### config.mk
export PLATFORM = sky130hd
export DESIGN_NAME = wb_io_ctrl_flat
export DESIGN_NICKNAME = d
export VERILOG_FILES = /design/src/rtl/wb_io_pkg.sv /design/src/rtl/wb_io_ctrl_if.sv /design/src/rtl/io_sync_edge.sv /design/src/rtl/wb_io_ctrl.sv /design/src/flat_wrapper.sv
export SDC_FILE = /design/constraint.sdc
export NUM_CORES = 1
export LEC_CHECK = 0
export ABC_AREA = 1
export CAP_MARGIN = 40
export CORE_MARGIN = 1.5
export CORE_UTILIZATION = 44
export DETAILED_ROUTE_END_ITERATION = 10
export PLACE_DENSITY = 0.74
export SYNTH_ARGS = -nofsm -noshare
export SYNTH_HDL_FRONTEND = slang
export SYNTH_HIERARCHICAL = 1
export SYNTH_SLANG_ARGS = --single-unit
export TNS_END_PERCENT = 1
### constraint.sdc
create_clock -name wb_clk_i -period 1.5 [get_ports wb_clk_i]
set_clock_uncertainty 0.15 [all_clocks]
set_input_delay 0.3 -clock wb_clk_i [delete_from_list [all_inputs] [get_ports wb_clk_i]]
set_output_delay 0.3 -clock wb_clk_i [all_outputs]
set_load 0.005 [all_outputs]
### src/rtl/wb_io_pkg.sv
// Shared definitions for the Wishbone GPIO controller.
// Holds the register offsets, the bus handshake state type, the default ID
// value and the byte-lane helpers used by the register writes.
package wb_io_pkg;

  localparam logic [7:0] REG_DOUT  = 8'h00;
  localparam logic [7:0] REG_OEB   = 8'h04;
  localparam logic [7:0] REG_DIN   = 8'h08;
  localparam logic [7:0] REG_IEN   = 8'h0C;
  localparam logic [7:0] REG_ISTAT = 8'h10;
  localparam logic [7:0] REG_ID    = 8'h14;

  localparam logic [31:0] DEFAULT_ID = 32'h4D50_0001;

  typedef enum logic {
    IDLE,
    ACK
  } state_t;

  // Expands the four byte selects into a 32-bit bit mask.
  function automatic logic [31:0] lane_mask(input logic [3:0] sel);
    return {{8{sel[3]}}, {8{sel[2]}}, {8{sel[1]}}, {8{sel[0]}}};
  endfunction

  // Replaces only the selected byte lanes of old with wdata.
  function automatic logic [31:0] merge_lanes(input logic [31:0] old,
                                              input logic [31:0] wdata,
                                              input logic [3:0]  sel);
    return (old & ~lane_mask(sel)) | (wdata & lane_mask(sel));
  endfunction

endpackage

### src/rtl/wb_io_ctrl_if.sv
// Wishbone slave bus bundle between the management SoC and the GPIO block.
// master drives cyc/stb/we/sel/adr/dat_i and receives ack/dat_o;
// slave is the mirror image.
interface wb_io_ctrl_if;

  logic        wbs_cyc_i;
  logic        wbs_stb_i;
  logic        wbs_we_i;
  logic [3:0]  wbs_sel_i;
  logic [31:0] wbs_adr_i;
  logic [31:0] wbs_dat_i;
  logic        wbs_ack_o;
  logic [31:0] wbs_dat_o;

  modport master (
    output wbs_cyc_i, wbs_stb_i, wbs_we_i, wbs_sel_i, wbs_adr_i, wbs_dat_i,
    input  wbs_ack_o, wbs_dat_o
  );

  modport slave (
    input  wbs_cyc_i, wbs_stb_i, wbs_we_i, wbs_sel_i, wbs_adr_i, wbs_dat_i,
    output wbs_ack_o, wbs_dat_o
  );

endinterface

### src/rtl/io_sync_edge.sv
// Pad input synchroniser with rising-edge detection.
// Ports: clk/rst (synchronous, active-high), d = asynchronous pad inputs,
// sync = d after two flops, rise = one-cycle pulse when sync goes 0 -> 1.
module io_sync_edge #(
  parameter int WIDTH = 16
) (
  input  logic             clk,
  input  logic             rst,
  input  logic [WIDTH-1:0] d,
  output logic [WIDTH-1:0] sync,
  output logic [WIDTH-1:0] rise
);

  logic [WIDTH-1:0] s1, s2, s3;

  // s1/s2 form the metastability chain; s3 remembers the previous s2 so a
  // rising edge can be seen as s2 high while s3 is still low.
  always_ff @(posedge clk) begin
    if (rst) begin
      s1 <= '0;
      s2 <= '0;
      s3 <= '0;
    end else begin
      s1 <= d;
      s2 <= s1;
      s3 <= s2;
    end
  end

  assign sync = s2;
  assign rise = s2 & ~s3;

endmodule

### src/rtl/wb_io_ctrl.sv
// Wishbone-slave GPIO controller for the user project area.
// Ports: wb_clk_i clock, wb_rst_i synchronous active-high reset,
// wbs = Wishbone slave bus, io_in asynchronous pad inputs, io_out pad output
// values, io_oeb pad output-enable bars (1 = input), irq user interrupts
// (only irq[0] is used: any enabled latched rising edge).
module wb_io_ctrl
  import wb_io_pkg::*;
#(
  parameter int          NIO       = 16,
  parameter logic [31:0] BASE_ADDR = 32'h3000_0000,
  parameter logic [31:0] ID_VALUE  = DEFAULT_ID
) (
  input  logic           wb_clk_i,
  input  logic           wb_rst_i,
  wb_io_ctrl_if.slave    wbs,
  input  logic [NIO-1:0] io_in,
  output logic [NIO-1:0] io_out,
  output logic [NIO-1:0] io_oeb,
  output logic [2:0]     irq
);

  state_t         state, state_next;
  logic           hit, accept, do_write;
  logic [7:0]     offset;
  logic [NIO-1:0] dout, oeb, ien, istat;
  logic [NIO-1:0] din, rise, istat_clr;
  logic [31:0]    rdata, dat_q;

  io_sync_edge #(.WIDTH(NIO)) u_sync (
    .clk  (wb_clk_i),
    .rst  (wb_rst_i),
    .d    (io_in),
    .sync (din),
    .rise (rise)
  );

  assign hit      = (wbs.wbs_adr_i[31:8] == BASE_ADDR[31:8]);
  assign offset   = wbs.wbs_adr_i[7:0];
  assign do_write = accept && wbs.wbs_we_i;

  always_ff @(posedge wb_clk_i) begin
    if (wb_rst_i) state <= IDLE;
    else          state <= state_next;
  end

  // A request is taken only from IDLE, so a strobe still high during ACK is
  // ignored and a held strobe is serviced every other cycle.
  always_comb begin
    state_next = state;
    accept     = 1'b0;
    case (state)
      IDLE: begin
        if (wbs.wbs_cyc_i && wbs.wbs_stb_i && hit) begin
          accept     = 1'b1;
          state_next = ACK;
        end
      end
      ACK:     state_next = IDLE;
      default: state_next = IDLE;
    endcase
  end

  // W1C mask, limited to the selected byte lanes.
  always_comb begin
    istat_clr = '0;
    if (do_write && offset == REG_ISTAT)
      istat_clr = NIO'(wbs.wbs_dat_i & lane_mask(wbs.wbs_sel_i));
  end

  // New edges are OR-ed in after the clear, so a set wins over a clear.
  always_ff @(posedge wb_clk_i) begin
    if (wb_rst_i) begin
      dout  <= '0;
      oeb   <= '1;
      ien   <= '0;
      istat <= '0;
    end else begin
      istat <= (istat & ~istat_clr) | rise;
      if (do_write) begin
        case (offset)
          REG_DOUT: dout <= NIO'(merge_lanes(32'(dout), wbs.wbs_dat_i, wbs.wbs_sel_i));
          REG_OEB:  oeb  <= NIO'(merge_lanes(32'(oeb),  wbs.wbs_dat_i, wbs.wbs_sel_i));
          REG_IEN:  ien  <= NIO'(merge_lanes(32'(ien),  wbs.wbs_dat_i, wbs.wbs_sel_i));
          default: ;
        endcase
      end
    end
  end

  always_comb begin
    rdata = '0;
    case (offset)
      REG_DOUT:  rdata = 32'(dout);
      REG_OEB:   rdata = 32'(oeb);
      REG_DIN:   rdata = 32'(din);
      REG_IEN:   rdata = 32'(ien);
      REG_ISTAT: rdata = 32'(istat);
      REG_ID:    rdata = ID_VALUE;
      default:   rdata = '0;
    endcase
  end

  // Read data is only valid during the ack cycle and is zero otherwise.
  always_ff @(posedge wb_clk_i) begin
    if (wb_rst_i)                       dat_q <= '0;
    else if (accept && !wbs.wbs_we_i)   dat_q <= rdata;
    else                                dat_q <= '0;
  end

  assign wbs.wbs_ack_o = (state == ACK);
  assign wbs.wbs_dat_o = dat_q;
  assign io_out        = dout;
  assign io_oeb        = oeb;
  assign irq           = {2'b00, |(istat & ien)};

endmodule

### src/flat_wrapper.sv
// flat-port wrapper written by rule: the top's interface ports become plain ports
module wb_io_ctrl_flat import wb_io_pkg::*;
#(
  parameter int          NIO       = 16,
  parameter logic [31:0] BASE_ADDR = 32'h3000_0000,
  parameter logic [31:0] ID_VALUE  = DEFAULT_ID
)
  (wb_clk_i, wb_rst_i, io_in, io_out, io_oeb, irq, wbs_wbs_cyc_i, wbs_wbs_stb_i, wbs_wbs_we_i, wbs_wbs_sel_i, wbs_wbs_adr_i, wbs_wbs_dat_i, wbs_wbs_ack_o, wbs_wbs_dat_o);
  wb_io_ctrl_if wbs_i ();
  input  logic wb_clk_i;
  input  logic wb_rst_i;
  input  logic [NIO-1:0] io_in;
  output logic [NIO-1:0] io_out;
  output logic [NIO-1:0] io_oeb;
  output logic [2:0] irq;
  input wire logic [$bits(wbs_i.wbs_cyc_i)-1:0] wbs_wbs_cyc_i;
  input wire logic [$bits(wbs_i.wbs_stb_i)-1:0] wbs_wbs_stb_i;
  input wire logic [$bits(wbs_i.wbs_we_i)-1:0] wbs_wbs_we_i;
  input wire logic [$bits(wbs_i.wbs_sel_i)-1:0] wbs_wbs_sel_i;
  input wire logic [$bits(wbs_i.wbs_adr_i)-1:0] wbs_wbs_adr_i;
  input wire logic [$bits(wbs_i.wbs_dat_i)-1:0] wbs_wbs_dat_i;
  output wire logic [$bits(wbs_i.wbs_ack_o)-1:0] wbs_wbs_ack_o;
  output wire logic [$bits(wbs_i.wbs_dat_o)-1:0] wbs_wbs_dat_o;
  assign wbs_i.wbs_cyc_i = wbs_wbs_cyc_i;
  assign wbs_i.wbs_stb_i = wbs_wbs_stb_i;
  assign wbs_i.wbs_we_i = wbs_wbs_we_i;
  assign wbs_i.wbs_sel_i = wbs_wbs_sel_i;
  assign wbs_i.wbs_adr_i = wbs_wbs_adr_i;
  assign wbs_i.wbs_dat_i = wbs_wbs_dat_i;
  assign wbs_wbs_ack_o = wbs_i.wbs_ack_o;
  assign wbs_wbs_dat_o = wbs_i.wbs_dat_o;
  wb_io_ctrl #(.NIO(NIO), .BASE_ADDR(BASE_ADDR), .ID_VALUE(ID_VALUE)) u_core (.wb_clk_i(wb_clk_i), .wb_rst_i(wb_rst_i), .wbs(wbs_i), .io_in(io_in), .io_out(io_out), .io_oeb(io_oeb), .irq(irq));
endmodule
* Word-level counts from Yosys, hierarchy flattened
Cells that the tools add are included.
** Cells by class
- Equal/unequal tests :: 6
- Shifts and indexed selects :: 0
- Muxes and demuxes :: 5
- Reductions and logical operators :: 12
- Bitwise logic cells :: 16
- Add/subtract/negate cells :: 0
- Multiply operators :: 0
- Divide/modulo/power cells :: 0
- $lt $le $gt $ge :: 0
** Operator list (count)
- case mux 31 bit (6 select lines) :: 1
- bitwise AND 16 bit :: 7
- OR 16 bit :: 4
- NOT 16 bit :: 3
- == test 24 x 22 -> 1 bit (second input constant) :: 1
- == test 8 x 4 -> 1 bit (second input constant) :: 2
- == test 8 x 5 -> 1 bit (second input constant) :: 2
- 2-to-1 mux 16 bit :: 1
- OR reduction 16 bit :: 1
- == test 8 x 3 -> 1 bit (second input constant) :: 1
- zero test 8 bit :: 1
- AND reduction 2 bit :: 3
- logical AND 1 bit :: 5
- 2-to-1 mux 1 bit :: 2
- NOT 1 bit :: 2
- case mux 1 bit (2 select lines) :: 1
- OR reduction 2 bit :: 1
- zero test 1 bit :: 1
** Storage, ports and cells
- Bits in registers :: 145
- Memories :: 0
- Word-level logic and storage cells :: 48
- Output and inout port bits :: 68
- Memory bits (writable) :: 0
- Bits in latches :: 0
- Memory bits (read-only) :: 0
- Input bits :: 89

* Logic depth before layout (Yosys ltp)
Gate-level depths: netlist (run 1).
- Word-level depth :: 10
- Mapped depth :: 12
- Gate-level depth less buffers :: 11

* Hierarchy
The synthesis (run 1) kept the hierarchy.
** By module, submodules not included
- wb_io_ctrl :: sequential area each 1641.6 µm², cells an instance 634, area an instance 4329.2 µm², instances 1
- io_sync_edge :: sequential area each 960.9 µm², cells an instance 165, area an instance 1425.1 µm², instances 1

* Worst setup path after synthesis (run 1)
OpenSTA, ideal clock, no wires.
- Path kind :: input to register
- From :: input wbs_wbs_adr_i[24]
- To :: register with a tool-made name
- Required time :: 1.216 ns
- Path slack :: -0.159 ns
- Library setup time :: 0.134 ns
- Stages on the path :: 11
- Buffers on the path :: 1
- Data arrival time :: 1.376 ns
- Cell sequence :: inv_1 nand2_1 nor2_1 nand3_1 nor2_4 buf_6 nand2_2 nor2_8 nand2_2 nand2_1 nand3_1
** RTL lines
- start: declaration :: RTL line flat_wrapper.sv:20 : input wire logic [$bits(wbs_i.wbs_adr_i)-1:0] wbs_wbs_adr_i;

* Final worst setup path (run 1)
- From :: register u_core.istat[5]
- To :: output irq[0]
** Between the ends
- Word-level cells in the longest chain between the ends :: 2
** Ends and longest elaborated chain
- start: declaration :: RTL line wb_io_ctrl.sv:25 : logic [NIO-1:0] dout, oeb, ien, istat;
- start signal: assignment :: RTL line wb_io_ctrl.sv:78 : istat <= (istat & ~istat_clr) | rise;
- bitwise AND 16 bit :: RTL line wb_io_ctrl.sv:114 : assign irq = {2'b00, |(istat & ien)};
- OR reduction 16 bit :: RTL line wb_io_ctrl.sv:114
- end: declaration :: RTL line flat_wrapper.sv:15 : output logic [2:0] irq;
No other way between the ends.

==> results of run 1 <==
==> cell families after synthesis <==
kind of cell / after synthesis
AND/OR/NAND/NOR: 367
buffers and inverters: 214
flip-flops: 130
AO/OA/AOI/OAI: 87
other: 1
==> cell usage in the layout (no fill, tap or decap), types with 2 or more instances in the layout <==
cell type        instances
a221oi_2                 2
buf_4                   50
clkbuf_16               17
nand4_1                 18
nand2_1                149
nor3_4                   2
clkinv_2                 3
o21bai_4                 5
nand2_2                  2
nor2_4                   3
o21ai_0                  3
nand4_2                  3
o21ai_2                  2
dlygate4sd2_1           52
nor2_2                  16
nand3_1                 34
o21ai_1                 11
nand2_4                  2
dfxtp_1                114
buf_2                    2
a21oi_1                 16
inv_2                    6
inv_1                  158
o211ai_1                15
clkdlybuf4s50_1         69
clkdlybuf4s15_1          2
nor2_1                 131
o21bai_1                27
dfxtp_2                 16
buf_12                   9
a22o_1                   4
clkbuf_1                 6
bufinv_16                2
buf_6                    2
conb_1                  12
==> worst max-delay path: stages (launching register included) <==
cell and delay (ns):
dfxtp_1 0.31, a22o_1 0.23, nor3_2 0.19, nand3_1 0.11, buf_2 0.14
==> final timing paths <==
| check | slack, ns | endpoint | startpoint | depth (start not counted) |
|---|---|---|---|---|
| max | -0.34 | irq[0] | u_core/istat[5]$_SDFF_PP0_ | 4 |
| min | 0.21 | u_core/u_sync/s3[15]$_SDFF_PP0_ | wb_rst_i | 3 |
| max reg2reg | -0.12 | flop | u_core/wbs.wbs_ack_o$_SDFF_PP0_ | 7 |
| min reg2reg | 0.25 | u_core/u_sync/sync[7]$_SDFF_PP0_ | u_core/u_sync/s1[7]$_SDFF_PP0_ | 2 |
==> repair_timing <==
item                                    4_1_cts  5_1_grt
endpoints found under the setup margin      136       90
pin swaps                                     6        3
gates resized for setup                      81       21
==> metal layers <==
layer  track usage  vias to the layer above  wire length, um
li1              -                     2732                -
met1         0.294                     2266             6840
met2         0.322                      209             6100
met3        0.0482                       15              908
met4        0.0841                        0              231
met5             0                        -                0
==> stage by stage <==
step	instances	util	hold slack (ns)
floorplan	810	-	0.238
global placement	1120	0.594	0.242
detailed placement	1120	0.594	0.242
CTS	1150	0.635	0.197
global route	1150	0.642	0.209
finish	1150	0.642	0.210
==> area by class of cell <==
| class | count | area (um^2) |
|---|---|---|
| Multi-Input combinational cell | 466 | 2380 |
| Inverter | 165 | 619 |
| Tap cell | 172 | 215 |
| Clock buffer | 24 | 462 |
| Clock inverter | 6 | 82.6 |
| Fill cell | 1122 | 4530 |
| Sequential cell | 130 | 2620 |
| Timing Repair Buffer | 187 | 1760 |
==> power by group through the flow <==
stage               clock network (W)  logic, W  registers, W
global placement                    0  0.000571       0.00364
floorplan                           0  0.000255       0.00363
global route                  0.00406  0.000662       0.00357
CTS                           0.00388  0.000585       0.00357
finish                        0.00382  0.000600       0.00357
detailed placement                  0  0.000578       0.00364
==> results_dict.tcl, run 1 <==
set metrics [dict create \
    cts.sinks 130 \
    synthArstFlopShare 0 \
    ys_seq_elements 130 \
    p_leak_nw 3.77 \
    place_area_um2 7520 \
    maxCapViolCount 0 \
    synth-edff-count 0 \
    fin_area_um2 8140 \
    rows 41 \
    drt_iter0_drc 395 \
    nets 1056 \
    io_buffers 126 \
    dp_hpwl_um 10600 \
    clockPowerShare 0.478 \
    grt_antenna_before_repair 0 \
    syn_inst 799 \
    cts-hold-fix-buffers 0 \
    synth_top_area_share 0.452 \
    cp-start-kind "flop" \
    p_per_area_nw_per_um2 982 \
    clockRootBuffer "clkbuf_16" \
    grt_pass1_wl_um 23600 \
    worst_slack_ns -0.340 \
    pre_cts_ws_ns -0.701 \
    synth_area_um2 5750 \
    drive_gt1_frac 0.157 \
    yosysWarnings 6 \
    post_cts_buffers 0 \
    layout_min_cycle_time_ns 1.84 \
    viasPerCell 4.54 \
    synth_top_family_by_area "simple AND/OR/NAND/NOR gates" \
    firstDrtPassIters 5 \
    postSynthAreaPerCell_um2 7.20 \
    grt_max_degree 45 \
    grt.overflow.total 0 \
    dieArea_um2 13800 \
    critical_path_class "flop to output port" \
    synthFlopType "dfxtp_1" \
    synth_area_leaders "dfxtp_1 45%, inv_1 10%, nand2_1 9.7%" \
    synth_commonest_cells "158 x inv_1, 149 x nand2_1, 134 x nor2_1" \
    status "finished, violations left" \
    clkTransAtPathRegs_ns 0.05 \
    die_w_um 117 \
    worstSkewPairLatency_ns 0.41 \
    start_util 0.454 \
    endpoint_kind "output port" \
    synth_mux_area_frac 0 \
    netSwitchingPower_w 0.00166 \
    share_seq_of_total_power 0.447 \
    antennaDiodeCount 0 \
    synth_xor_area_frac 0 \
    grt_pass1_vias 4823 \
    cts_made_buffers 17 \
    rsz0062_at_grt "true" \
    wirelength_um 14100 \
    setup_viol 81 \
    synthToLayoutAreaGrowth_pct 41.4 \
    cts_max_level 4 \
    p_sw_frac 0.208 \
    synthSimpleGateAreaFrac 0.283 \
    power.internal_w 0.00632 \
    dr_total_vias 5222 \
    power_frac_comb 0.075 \
    dieHeight_um 117 \
    hold_violations 0 \
    grt_usage 0.213 \
    synth.most_common_cell "inv_1" \
    drc 0 \
    synth-seq-area-share 0.452 \
    wl_per_cell_um 12.2 \
    synth-compound-area-share 0.102 \
    place.gp.congestion 0.876 \
    total_power_w 0.00799 \
    antenna_left 0 \
    crit_required_ns 1.05 \
    max_freq_mhz 543 \
    synth_cell_types 32 \
    final_max_slew_viol_count 0 \
    core-area_um2 12700 \
    path_max_fanout 2 \
    cts_tree "done" \
    yosysTopAreaCell "dfxtp_1" \
    crit_arrival_ns 1.39 \
    ir_drop_mv 0.667 \
    min_path_type "primary input to flop" \
    finalCritPeriodShare 1.23 \
    setup_tns_ns -12.91 \
    violations "setup timing" \
    ios 157 \
    synth_fa_ha_area_frac 0 \
    clock_path_buffers 2 \
]
No activity file was read; power rests on OpenSTA's default activity.
==> inputs of run 2 (changes only) <==
--- a/config.mk
+++ b/config.mk
@@ -15,4 +15,4 @@
 export SYNTH_HDL_FRONTEND = slang
 export SYNTH_HIERARCHICAL = 1
 export SYNTH_SLANG_ARGS = --single-unit
-export TNS_END_PERCENT = 1
+export TNS_END_PERCENT = 30
==> run 2 against run 1 <==
Effect of this change: the run still ends with setup timing left; first-iteration DRC count grew 39%; core utilization rose by 5.6 points; fmax decreased by 4.2%; routed wire length rose by 20%; worst hold slack got worse by 0.045 ns; via count is 6.6% higher; sequential power barely moved; global-route usage increased by 1.6 points; critical path depth unchanged; count of clock-buffer cells in the layout shrank 5; die area is the same; design area is 8.7% higher; critical path type unchanged; largest cell class unchanged.
==> results_dict.tcl, run 2 (synthesis results as in run 1) <==
set metrics [dict create \
    start_util 0.454 \
    dp_cells 1126 \
    drc 0 \
    antenna_left 0 \
    clockRootBuffer "clkbuf_16" \
    grt_usage 0.228 \
    cts-hold-fix-buffers 0 \
    finalCritPeriodShare 1.28 \
    crit_required_ns 1.05 \
    whs_ns 0.165 \
    io_buffers 126 \
    post-route-util 0.698 \
    drive_gt1_frac 0.244 \
    max_freq_mhz 521 \
    place_area_um2 7630 \
    core-area_um2 12700 \
    crit_arrival_ns 1.47 \
    crit_path_end "irq[0]" \
    viasPerCell 4.72 \
    stdcell_count 1179 \
    hold_violations 0 \
    layout_commonest_cell "inv_1" \
    rows 41 \
    drt_iter0_drc 548 \
    cts_max_level 4 \
    dieArea_um2 13800 \
    grt.overflow.total 0 \
    dp_hpwl_um 9940 \
    critical_path_class "flop to output port" \
    ios 157 \
    final_max_slew_viol_count 0 \
    grt_pass1_vias 5133 \
    synthToLayoutAreaGrowth_pct 53.7 \
    grt_max_degree 83 \
    startpoint "u_core/istat[6]$_SDFF_PP0_" \
    cp-start-kind "flop" \
    maxCapViolCount 0 \
    die_w_um 117 \
    clock_path_buffers 2 \
    place.gp.congestion 0.857 \
    layout_min_cycle_time_ns 1.92 \
    r2r-start "u_core/wbs.wbs_ack_o$_SDFF_PP0_" \
    path_max_fanout 2 \
    min_path_type "primary input to flop" \
    p_per_area_nw_per_um2 931 \
    ir_drop_mv 0.663 \
    final_cell_mix "150 x inv_1, 130 x nand2_1, 122 x nor2_1" \
    fin_area_um2 8850 \
    rsz0062_at_grt "true" \
    grt_antenna_before_repair 0 \
    cts_tree "done" \
    wl_per_cell_um 14.3 \
    status "finished, violations left" \
    setup_tns_ns -8.28 \
    nets 1083 \
    wirelength_um 16900 \
    firstDrtPassIters 7 \
    rr_worst_depth 9 \
    grt_pass1_wl_um 25200 \
    violations "setup timing" \
    r2r_setup_slack_ns -0.19 \
    antennaDiodeCount 0 \
    p_leak_nw 4.05 \
    cts_made_buffers 17 \
    dr_total_vias 5566 \
    worstSkewPairLatency_ns 0.42 \
    clkTransAtPathRegs_ns 0.06 \
    endpoint_kind "output port" \
    setup_viol 76 \
    worst_slack_ns -0.421 \
    dieHeight_um 117 \
    cts.sinks 130 \
]
==> run 2: cell types whose count changed in the layout (fill, tap and decap cells not counted), sizes merged <==
cell           before  now
a21o                1    2
clkbuf             25   28
dlygate4sd2        52   60
inv               164  165
clkinvlp            1    5
clkinv              4    6
clkdlybuf4s15       2   24
clkdlybuf4s50      69   35
buf                63   85
==> run 2: worst min-delay path by stage <==
stage / start / to / slack (ns) / cells past startpoint
5_1_grt: wb_rst_i / u_core/u_sync/s1[14]$_SDFF_PP0_ / 0.17 / 3
2_1_floorplan: u_core/u_sync/s1[0]$_SDFF_PP0_ / u_core/u_sync/sync[0]$_SDFF_PP0_ / 0.24 / 2
6_report: wb_rst_i / u_core/u_sync/s1[13]$_SDFF_PP0_ / 0.16 / 3
3_5_place_dp: u_core/u_sync/s1[2]$_SDFF_PP0_ / u_core/u_sync/sync[2]$_SDFF_PP0_ / 0.24 / 2
3_3_place_gp: u_core/u_sync/s1[2]$_SDFF_PP0_ / u_core/u_sync/sync[2]$_SDFF_PP0_ / 0.24 / 2
4_1_cts: wb_rst_i / u_core/u_sync/s1[13]$_SDFF_PP0_ / 0.17 / 3
==> run 2: final cells by class <==
cell class / count / area [um^2]
clock inverter: 13 / 135
clock buffer: 19 / 453
fill: 989 / 3820
multi-input combinational: 467 / 2630
timing repair buffer: 213 / 2150
tap: 172 / 215
sequential: 130 / 2640
inverter: 165 / 629
==> run 2: what timing repair did <==
action                                 in CTS  in global routing
resized for setup                         154                 93
pin swaps                                  38                 49
buffers inserted                           10                  4
gates cloned                                4                  3
endpoints found under the hold margin       0                  0
setup endpoints to repair                 137                 94
==> run 2: critical path: stages (launching register included) <==
cell and delay (ns):
dfxtp_1 0.31, a22o_1 0.25, nor3_2 0.22, nand3_1 0.13, buf_2 0.14
==> run 2: through the flow <==
step / power (W) / worst slack [ns]
after floorplan: 0.00389 / -0.147
after global placement: 0.00422 / -0.685
after detailed placement: 0.00423 / -0.722
after global routing: 0.00852 / -0.464
after CTS: 0.00824 / -0.405
final: 0.00824 / -0.421
==> run 2: layer usage <==
metal	global-route usage	share of wire	vias to the layer above
met5	0	0	-
met4	0.0864	0.022	0
met3	0.0550	0.076	36
met2	0.372	0.48	287
met1	0.293	0.42	2452
li1	-	-	2791
==> run 2: where the power goes <==
group,leakage [nW],switching (W),internal (W)
Combinational,2.72,0.000306,0.000323
Clock,0.277,0.00154,0.00252
Sequential,1.05,0.0000307,0.00352
